<file path="src/rtl/apb_rr_arbiter_if.sv">
// apb_rr_arbiter_if: requester command/response lines and the APB bus of apb_rr_arbiter.
// master is the arbiter side; slave is the side of the requesters and the APB slave.
interface apb_rr_arbiter_if #(
    parameter int ADDR_W = 32,
    parameter int DATA_W = 32
);
    logic              req0_valid, req0_ready, req0_write, rsp0_valid;
    logic [ADDR_W-1:0] req0_addr;
    logic [DATA_W-1:0] req0_wdata;
    logic              req1_valid, req1_ready, req1_write, rsp1_valid;
    logic [ADDR_W-1:0] req1_addr;
    logic [DATA_W-1:0] req1_wdata;
    logic [DATA_W-1:0] rsp_rdata;
    logic              rsp_err;
    logic              PSEL, PENABLE, PWRITE, PREADY;
    logic [ADDR_W-1:0] PADDR;
    logic [DATA_W-1:0] PWDATA, PRDATA;

    modport master (
        input  req0_valid, req0_write, req0_addr, req0_wdata,
        input  req1_valid, req1_write, req1_addr, req1_wdata,
        output req0_ready, req1_ready, rsp0_valid, rsp1_valid, rsp_rdata, rsp_err,
        output PSEL, PENABLE, PWRITE, PADDR, PWDATA,
        input  PRDATA, PREADY
    );

    modport slave (
        output req0_valid, req0_write, req0_addr, req0_wdata,
        output req1_valid, req1_write, req1_addr, req1_wdata,
        input  req0_ready, req1_ready, rsp0_valid, rsp1_valid, rsp_rdata, rsp_err,
        input  PSEL, PENABLE, PWRITE, PADDR, PWDATA,
        output PRDATA, PREADY
    );
endinterface

</file>
<file path="src/rtl/apb_rr_arbiter.sv">
// apb_rr_arbiter: two-requester round-robin arbiter sequencing SETUP/ACCESS transfers on one APB bus.
// Define APB_TIMEOUT_EN to abort an ACCESS after TIMEOUT cycles without PREADY (reported via rsp_err).
module apb_rr_arbiter #(
    parameter int ADDR_W  = 32,
    parameter int DATA_W  = 32,
    parameter int TIMEOUT = 16
) (
    input logic PCLK,
    input logic PRESET,
    apb_rr_arbiter_if.master bus
);
    typedef enum logic [1:0] {IDLE, SETUP, ACCESS} state_t;

    state_t            state_q, state_d;
    logic              last_q, pwrite_q, rsp0_q, rsp1_q;
    logic [ADDR_W-1:0] paddr_q;
    logic [DATA_W-1:0] pwdata_q, rdata_q;
    logic              sel, accept, done, tmo, fin;

    // last_q doubles as the owner of the transfer in flight
    always_comb begin
        sel     = (bus.req0_valid && bus.req1_valid) ? ~last_q : bus.req1_valid;
        accept  = (state_q == IDLE) && (bus.req0_valid || bus.req1_valid);
        done    = (state_q == ACCESS) && bus.PREADY;
        fin     = done || tmo;
        state_d = (state_q == IDLE)  ? (accept ? SETUP : IDLE) :
                  (state_q == SETUP) ? ACCESS : (fin ? IDLE : ACCESS);
    end

    always_ff @(posedge PCLK or negedge PRESET) begin
        if (!PRESET) begin
            state_q  <= IDLE;
            last_q   <= 1'b1;
            pwrite_q <= 1'b0;
            paddr_q  <= '0;
            pwdata_q <= '0;
            rsp0_q   <= 1'b0;
            rsp1_q   <= 1'b0;
            rdata_q  <= '0;
        end else begin
            state_q <= state_d;
            rsp0_q  <= fin && !last_q;
            rsp1_q  <= fin && last_q;
            if (accept) begin
                last_q   <= sel;
                pwrite_q <= sel ? bus.req1_write : bus.req0_write;
                paddr_q  <= sel ? bus.req1_addr  : bus.req0_addr;
                pwdata_q <= sel ? bus.req1_wdata : bus.req0_wdata;
            end
            if (fin) rdata_q <= (done && !pwrite_q) ? bus.PRDATA : '0;
        end
    end

`ifdef APB_TIMEOUT_EN
    localparam int CW = $clog2(TIMEOUT + 1);
    logic [CW-1:0] cnt_q;
    logic          err_q;

    // PREADY on the final counted cycle still completes normally
    assign tmo = (state_q == ACCESS) && !bus.PREADY && (cnt_q == CW'(TIMEOUT - 1));

    always_ff @(posedge PCLK or negedge PRESET) begin
        if (!PRESET) begin
            cnt_q <= '0;
            err_q <= 1'b0;
        end else begin
            cnt_q <= (state_q == ACCESS) ? cnt_q + CW'(1) : '0;
            if (fin) err_q <= tmo;
        end
    end

    assign bus.rsp_err = err_q;
`else
    // no abort path; TIMEOUT only matters when the counter is built
    assign tmo         = (TIMEOUT < 0);
    assign bus.rsp_err = 1'b0;
`endif

    assign bus.req0_ready = accept && !sel;
    assign bus.req1_ready = accept && sel;
    assign bus.rsp0_valid = rsp0_q;
    assign bus.rsp1_valid = rsp1_q;
    assign bus.rsp_rdata  = rdata_q;
    assign bus.PSEL       = (state_q != IDLE);
    assign bus.PENABLE    = (state_q == ACCESS);
    assign bus.PWRITE     = pwrite_q;
    assign bus.PADDR      = paddr_q;
    assign bus.PWDATA     = pwdata_q;
endmodule

</file>
<file path="src/flat_wrapper.sv">
// flat-port wrapper written by rule: the top's interface ports become plain ports
module apb_rr_arbiter_flat 
#(
    parameter int ADDR_W  = 32,
    parameter int DATA_W  = 32,
    parameter int TIMEOUT = 16
)
  (PCLK, PRESET, bus_req0_valid, bus_req0_write, bus_req0_addr, bus_req0_wdata, bus_req1_valid, bus_req1_write, bus_req1_addr, bus_req1_wdata, bus_req0_ready, bus_req1_ready, bus_rsp0_valid, bus_rsp1_valid, bus_rsp_rdata, bus_rsp_err, bus_PSEL, bus_PENABLE, bus_PWRITE, bus_PADDR, bus_PWDATA, bus_PRDATA, bus_PREADY);
  apb_rr_arbiter_if #(.ADDR_W(ADDR_W), .DATA_W(DATA_W)) bus_i ();
  input logic PCLK;
  input logic PRESET;
  input wire logic [$bits(bus_i.req0_valid)-1:0] bus_req0_valid;
  input wire logic [$bits(bus_i.req0_write)-1:0] bus_req0_write;
  input wire logic [$bits(bus_i.req0_addr)-1:0] bus_req0_addr;
  input wire logic [$bits(bus_i.req0_wdata)-1:0] bus_req0_wdata;
  input wire logic [$bits(bus_i.req1_valid)-1:0] bus_req1_valid;
  input wire logic [$bits(bus_i.req1_write)-1:0] bus_req1_write;
  input wire logic [$bits(bus_i.req1_addr)-1:0] bus_req1_addr;
  input wire logic [$bits(bus_i.req1_wdata)-1:0] bus_req1_wdata;
  output wire logic [$bits(bus_i.req0_ready)-1:0] bus_req0_ready;
  output wire logic [$bits(bus_i.req1_ready)-1:0] bus_req1_ready;
  output wire logic [$bits(bus_i.rsp0_valid)-1:0] bus_rsp0_valid;
  output wire logic [$bits(bus_i.rsp1_valid)-1:0] bus_rsp1_valid;
  output wire logic [$bits(bus_i.rsp_rdata)-1:0] bus_rsp_rdata;
  output wire logic [$bits(bus_i.rsp_err)-1:0] bus_rsp_err;
  output wire logic [$bits(bus_i.PSEL)-1:0] bus_PSEL;
  output wire logic [$bits(bus_i.PENABLE)-1:0] bus_PENABLE;
  output wire logic [$bits(bus_i.PWRITE)-1:0] bus_PWRITE;
  output wire logic [$bits(bus_i.PADDR)-1:0] bus_PADDR;
  output wire logic [$bits(bus_i.PWDATA)-1:0] bus_PWDATA;
  input wire logic [$bits(bus_i.PRDATA)-1:0] bus_PRDATA;
  input wire logic [$bits(bus_i.PREADY)-1:0] bus_PREADY;
  assign bus_i.req0_valid = bus_req0_valid;
  assign bus_i.req0_write = bus_req0_write;
  assign bus_i.req0_addr = bus_req0_addr;
  assign bus_i.req0_wdata = bus_req0_wdata;
  assign bus_i.req1_valid = bus_req1_valid;
  assign bus_i.req1_write = bus_req1_write;
  assign bus_i.req1_addr = bus_req1_addr;
  assign bus_i.req1_wdata = bus_req1_wdata;
  assign bus_req0_ready = bus_i.req0_ready;
  assign bus_req1_ready = bus_i.req1_ready;
  assign bus_rsp0_valid = bus_i.rsp0_valid;
  assign bus_rsp1_valid = bus_i.rsp1_valid;
  assign bus_rsp_rdata = bus_i.rsp_rdata;
  assign bus_rsp_err = bus_i.rsp_err;
  assign bus_PSEL = bus_i.PSEL;
  assign bus_PENABLE = bus_i.PENABLE;
  assign bus_PWRITE = bus_i.PWRITE;
  assign bus_PADDR = bus_i.PADDR;
  assign bus_PWDATA = bus_i.PWDATA;
  assign bus_i.PRDATA = bus_PRDATA;
  assign bus_i.PREADY = bus_PREADY;
  apb_rr_arbiter #(.ADDR_W(ADDR_W), .DATA_W(DATA_W), .TIMEOUT(TIMEOUT)) u_core (.PCLK(PCLK), .PRESET(PRESET), .bus(bus_i));
endmodule
</file>
<file path="config.mk">
export PLATFORM = sky130hd
export DESIGN_NAME = apb_rr_arbiter_flat
export DESIGN_NICKNAME = d
export VERILOG_FILES = /design/src/rtl/apb_rr_arbiter_if.sv /design/src/rtl/apb_rr_arbiter.sv /design/src/flat_wrapper.sv
export SDC_FILE = /design/constraint.sdc
export NUM_CORES = 1
export LEC_CHECK = 0
export ABC_AREA = 0
export BUFFER_PORTS_ARGS = -buffer_cell sky130_fd_sc_hd__buf_4
export CORE_MARGIN = 2
export CORE_UTILIZATION = 35
export CTS_CLUSTER_DIAMETER = 40
export DETAILED_ROUTE_END_ITERATION = 16
export PLACE_DENSITY = 0.62
export SLEW_MARGIN = 20
export SYNTH_ARGS = -nofsm -noshare
export SYNTH_HDL_FRONTEND = slang
export SYNTH_SLANG_ARGS = --single-unit
</file>
<file path="constraint.sdc">
create_clock -name PCLK -period 3.2 [get_ports PCLK]
set_input_delay 0.16 -clock PCLK [delete_from_list [all_inputs] [get_ports PCLK]]
set_output_delay 0.16 -clock PCLK [all_outputs]
set_load 0.05 [all_outputs]
</file>
**After elaboration in Yosys (flattened, before gate mapping)**

Index checks and enable logic that the tools add are counted.

- Register bits after elaboration: 102
- Logic and storage cells: 34
- Output and inout bits: 104

- Muxes and demuxes: 9
- Bitwise logic cells: 1
- Reduce and logical (&&, ||, !) cells: 14
- Equal/unequal tests: 2

Operators with widths:

| cell | count |
|---|---|
| 2-to-1 mux 32 bit | 3 |
| logical AND 1 bit | 8 |
| 2-to-1 mux 2 bit | 3 |
| zero test 1 bit | 3 |
| 2-to-1 mux 1 bit | 3 |
| == test 2 x 1 -> 1 bit, second input constant | 1 |
| == test 2 bit, second input constant | 1 |
| zero test 2 bit | 1 |
| nonzero test 2 bit | 1 |
| logical OR 1 bit | 1 |
| NOT 1 bit | 1 |

**Depth between registers and ports, before layout**

- Depth in word-level cells: 5
- Depth in mapped cells: 6
- Depth with buffers taken out: 4

**Least setup slack after synthesis**

Ideal clock, no wire load.

- Path kind: reg2out
- From: register u_core.last_q
- To: output bus_req0_ready
- Path slack: 1,701 ps
- Buffers on the path: 2
- Cell stages (with the launch flop): 6
- Required time: 3,040 ps
- Arrival time: 1,339 ps
- Cells stage by stage: dfstp_2 nand2b_1 nand3_2 buf_6 buf_2 inv_1

- Word-level cells in the longest chain between the ends: 4

RTL lines:

| item | RTL line | text |
|---|---|---|
| from (decl) | apb_rr_arbiter.sv:15 | `logic last_q, pwrite_q, rsp0_q, rsp1_q;` |
| from (signal assigned) | apb_rr_arbiter.sv:45 | `last_q <= sel;` |
| NOT 1 bit | apb_rr_arbiter.sv:22 | `sel = (bus.req0_valid && bus.req1_valid) ? ~last_q : bus.req1_valid;` |
| 2-to-1 mux 1 bit | apb_rr_arbiter.sv:22 |  |
| zero test 1 bit | apb_rr_arbiter.sv:79 | `assign bus.req0_ready = accept && !sel;` |
| logical AND 1 bit | apb_rr_arbiter.sv:79 |  |
| to (decl) | flat_wrapper.sv:20 | `output wire logic [$bits(bus_i.req0_ready)-1:0] bus_req0_ready;` |

No other way between the ends.

**Worst setup path after layout**

- From: register u_core.state_q[0]
- To: output bus_req1_ready

- Word-level cells in the longest chain between the ends: 3

RTL lines:

| item | RTL line | text |
|---|---|---|
| from (decl) | apb_rr_arbiter.sv:14 | `state_t state_q, state_d;` |
| from (signal assigned) | apb_rr_arbiter.sv:41 | `state_q <= state_d;` |
| zero test 2 bit | apb_rr_arbiter.sv:23 | `accept = (state_q == IDLE) && (bus.req0_valid \|\| bus.req1_valid);` |
| logical AND 1 bit | apb_rr_arbiter.sv:23 |  |
| logical AND 1 bit | apb_rr_arbiter.sv:80 | `assign bus.req1_ready = accept && sel;` |
| to (decl) | flat_wrapper.sv:21 | `output wire logic [$bits(bus_i.req1_ready)-1:0] bus_req1_ready;` |

No other way between the ends.

==> results.py <==
metrics = {
    "status": {
        "outcome": "finished clean",
    },
    "sta": {
        "timing.setup.tns_ns": 0,
        "finalCritPeriodShare": 0.681,
        "final_max_slew_viol_count": 0,
        "timing.fmax_ghz": 0.459,
        "setup_ws_ns": 1.02,
        "timing.final.crit_period_ns": 2.18,
        "slew_headroom": 0.299,
        "setup_viol": 0,
        "worst_slew_pin_slew_ns": 1.05,
        "skew_ns": 0.00876,
        "rsz0062_at_grt": "false",
        "hold_viol": 0,
    },
    "yosys": {
        "synth_edf_count": 0,
        "async_flop_share": 1.00,
        "synth_flop_cell": "dfrtp_1",
        "ys_seq_area_frac": 0.535,
        "syn_area_per_cell_sq_um": 9.25,
        "yosysWarnings": 0,
        "ys_types": 21,
        "syn_area_sq_mm": 0.00477,
        "synthCells": 516,
        "ys_seq_elements": 102,
        "synthesis.nets": 683,
    },
    "clocking": {
        "clkLatencyLatePin_ns": 0.35,
        "clockBufferDepth": 2,
        "cts_resized": 0,
        "cts.htree.levels": 3,
        "cts.sinks": 102,
        "cts_tree": "done",
        "root_buffer": "clkbuf_16",
        "numCtsBuffers": 9,
        "clkTransAtPathRegs_ns": 0.07,
    },
    "routing": {
        "drc": 0,
        "routed_via_density": 4.79,
        "detail-route-antenna-nets": 0,
        "drt_first_pass_iters": 4,
        "drt-wirelength-per-cell_microns": 15.8,
        "wl_microns": 14900,
        "first_iter_violations": 287,
        "vias": 4528,
    },
    "critical_path": {
        "timing.rr.start": "u_core.state_q[0]",
        "path_cells": "nor2_4, nand3_2, inv_1, buf_4",
        "reg2reg_slack_ns": 1.05,
        "timing.rr.end": "u_core.bus.PWDATA[16]",
        "worstSetupPathType": "flop to output port",
        "cp-start-kind": "flop",
        "worstPathRequired_ns": 3.04,
        "rr_worst_depth": 4,
        "path_max_fanout": 38,
        "critPathMaxStageDelay_ns": 0.65,
        "worst-endpoint-arrival_ns": 2.02,
        "cp-end-kind": "output port",
        "critical_path.slowest_cell": "nand3_2",
    },
    "global_route": {
        "grt_antenna_before_repair": 1,
        "grt_use_total": 0.203,
        "grt_pass1_wl_microns": 23200,
        "grt_max_degree": 103,
        "grt_pass1_vias": 4581,
        "grt_overflow_total": 0,
    },
    "place": {
        "gp_congestion": 0.762,
        "place_area_sq_mm": 0.00683,
        "numPortBuffers": 269,
        "hpwl_microns": 10500,
        "dpl_worst_slack_ns": 1.05,
    },
    "floorplan": {
        "fp.dieArea_sq_mm": 0.0146,
        "die_h_microns": 121,
        "pin_count": 271,
        "die_w_microns": 121,
        "rows": 42,
        "start_util": 0.359,
        "core_region_area_sq_mm": 0.0133,
    },
    "cells_and_area": {
        "nFillCells": 1227,
        "diodes": 0,
        "fin_util": 0.538,
        "fin_nets": 931,
        "drive_above_1_share": 0.386,
        "syn2layout_area_growth_pct": 49.8,
        "final_cell_area_sq_mm": 0.00715,
    },
    "hold_path": {
        "min_to": "u_core.bus.rsp_rdata[31]",
        "hp-start": "bus_PRDATA[31]",
        "worstHoldPathType": "primary input to flop",
        "hold_path_depth": 3,
    },
    "power_and_ir_drop": {
        "leakage_nw": 3.92,
        "power_mw": 8.27,
        "vdd_drop_max_mv": 0.445,
        "power.density_mw_per_mm2": 1160,
    },
    "run": {
        "max_cap_viol_count": 0,
    },
}
[synthesized netlist by cell type (2+ instances only)]
| master | instances | share of area |
|---|---|---|
| buf_4 | 8 | 0.013 |
| nand2b_1 | 33 | 0.043 |
| nor2_1 | 3 | 0.0024 |
| buf_6 | 9 | 0.021 |
| buf_2 | 3 | 0.0031 |
| nand3_2 | 2 | 0.0042 |
| clkbuf_1 | 19 | 0.015 |
| inv_1 | 134 | 0.11 |
| o221ai_1 | 65 | 0.12 |
| dfrtp_1 | 101 | 0.53 |
| o21ai_0 | 93 | 0.098 |
| o21ai_1 | 5 | 0.0052 |
| nand2_1 | 33 | 0.026 |
[cell type report]
class | count | area (sq um) | area share
timing repair buffer | 276 | 2090 | 0.292
inverter | 135 | 507 | 0.0709
clock buffer | 11 | 253 | 0.0354
multi-input combinational | 240 | 1470 | 0.206
tap | 176 | 220 | 0.0308
clock inverter | 5 | 57.6 | 0.00805
sequential | 102 | 2550 | 0.357
[stage by stage]
step,hold slack [ns],std cells
after floorplan,-0.136,516
after global placement,0.275,928
after detailed placement,0.280,928
after CTS,0.0602,945
after global routing,0.0719,945
final,0.0726,945
[logic make-up (layout without fill, tap and decap cells)]
group | count (synthesis) | count (layout) | share of synthesized area
buf+inv | 174 | 427 | 0.158
compound gates | 164 | 164 | 0.224
other cells | 1 | 1 | 0.000786
simple gates | 75 | 75 | 0.0823
flops | 102 | 102 | 0.535
[per-layer routing]
metal / global-route usage / up-vias / routed length, microns / share of wire
met5: 0 / - / 0 / 0
met4: 0.0850 / 0 / 370 / 0.025
met3: 0.0462 / 22 / 989 / 0.066
met2: 0.346 / 174 / 7410 / 0.50
met1: 0.248 / 2149 / 6130 / 0.41
li1: - / 2183 / - / -
[timing repair]
action,4_1_cts,5_1_grt
setup buffers,0,0
hold endpoints to repair,101,0
hold buffers,1,0
[flip-flops by register name, summed over array words and instances (netlist names)]
register	cells
u_core.last_q	1
u_core.bus.rsp1_valid	1
u_core.state_q	2
u_core.bus.rsp0_valid	1
u_core.bus.rsp_rdata	32
u_core.bus.PWDATA	32
u_core.bus.PWRITE	1
u_core.bus.PADDR	32
[worst max-delay path: cells and delay by family (launching register included)]
family | cells | cell delay (ns)
and+or+nand+nor | 2 | 0.82
buffers and inverters | 2 | 0.41
DFF | 1 | 0.44
[worst max path at each step]
stage                                  to         startpoint  slack, ns  cells past startpoint
floorplan                  bus_req0_ready      u_core.last_q       1.70                      5
global route               bus_req1_ready  u_core.state_q[0]       0.82                      4
finish                     bus_req1_ready  u_core.state_q[0]       1.02                      4
global placement    u_core.bus.PWDATA[26]  u_core.state_q[0]       1.15                      4
CTS                        bus_req1_ready  u_core.state_q[0]       0.96                      4
detailed placement   u_core.bus.PWDATA[6]  u_core.state_q[0]       1.05                      4
[power breakdown]
group          internal, mW  total, mW  leakage (nW)  switching [mW]
Clock                 0.650       1.15         0.155           0.496
Sequential             1.93       2.32          1.28           0.395
Combinational          1.45       4.81          2.49            3.35
Total                  4.03       8.27          3.92            4.25
[cell usage in the layout, fill, tap and decap left out]
cell | synthesis | routed
bufinv_16 | 0 | 1
nor2_4 | 1 | 2
a21o_1 | 1 | 1
nand2_1 | 33 | 33
conb_1 | 1 | 1
dlygate4sd3_1 | 0 | 1
nor2_1 | 3 | 3
nand2b_1 | 33 | 33
dfrtp_1 | 101 | 101
clkbuf_8 | 0 | 2
nand3b_1 | 1 | 1
dfstp_2 | 1 | 1
o221ai_1 | 65 | 65
clkbuf_16 | 0 | 9
inv_1 | 134 | 134
clkinv_2 | 0 | 2
buf_4 | 8 | 274
o21ai_1 | 5 | 5
clkinv_4 | 0 | 2
nand3_2 | 2 | 2
buf_12 | 0 | 1
o21ai_0 | 93 | 93
nor2b_1 | 1 | 1
inv_2 | 1 | 1
Power figures use the tool's default switching activity.
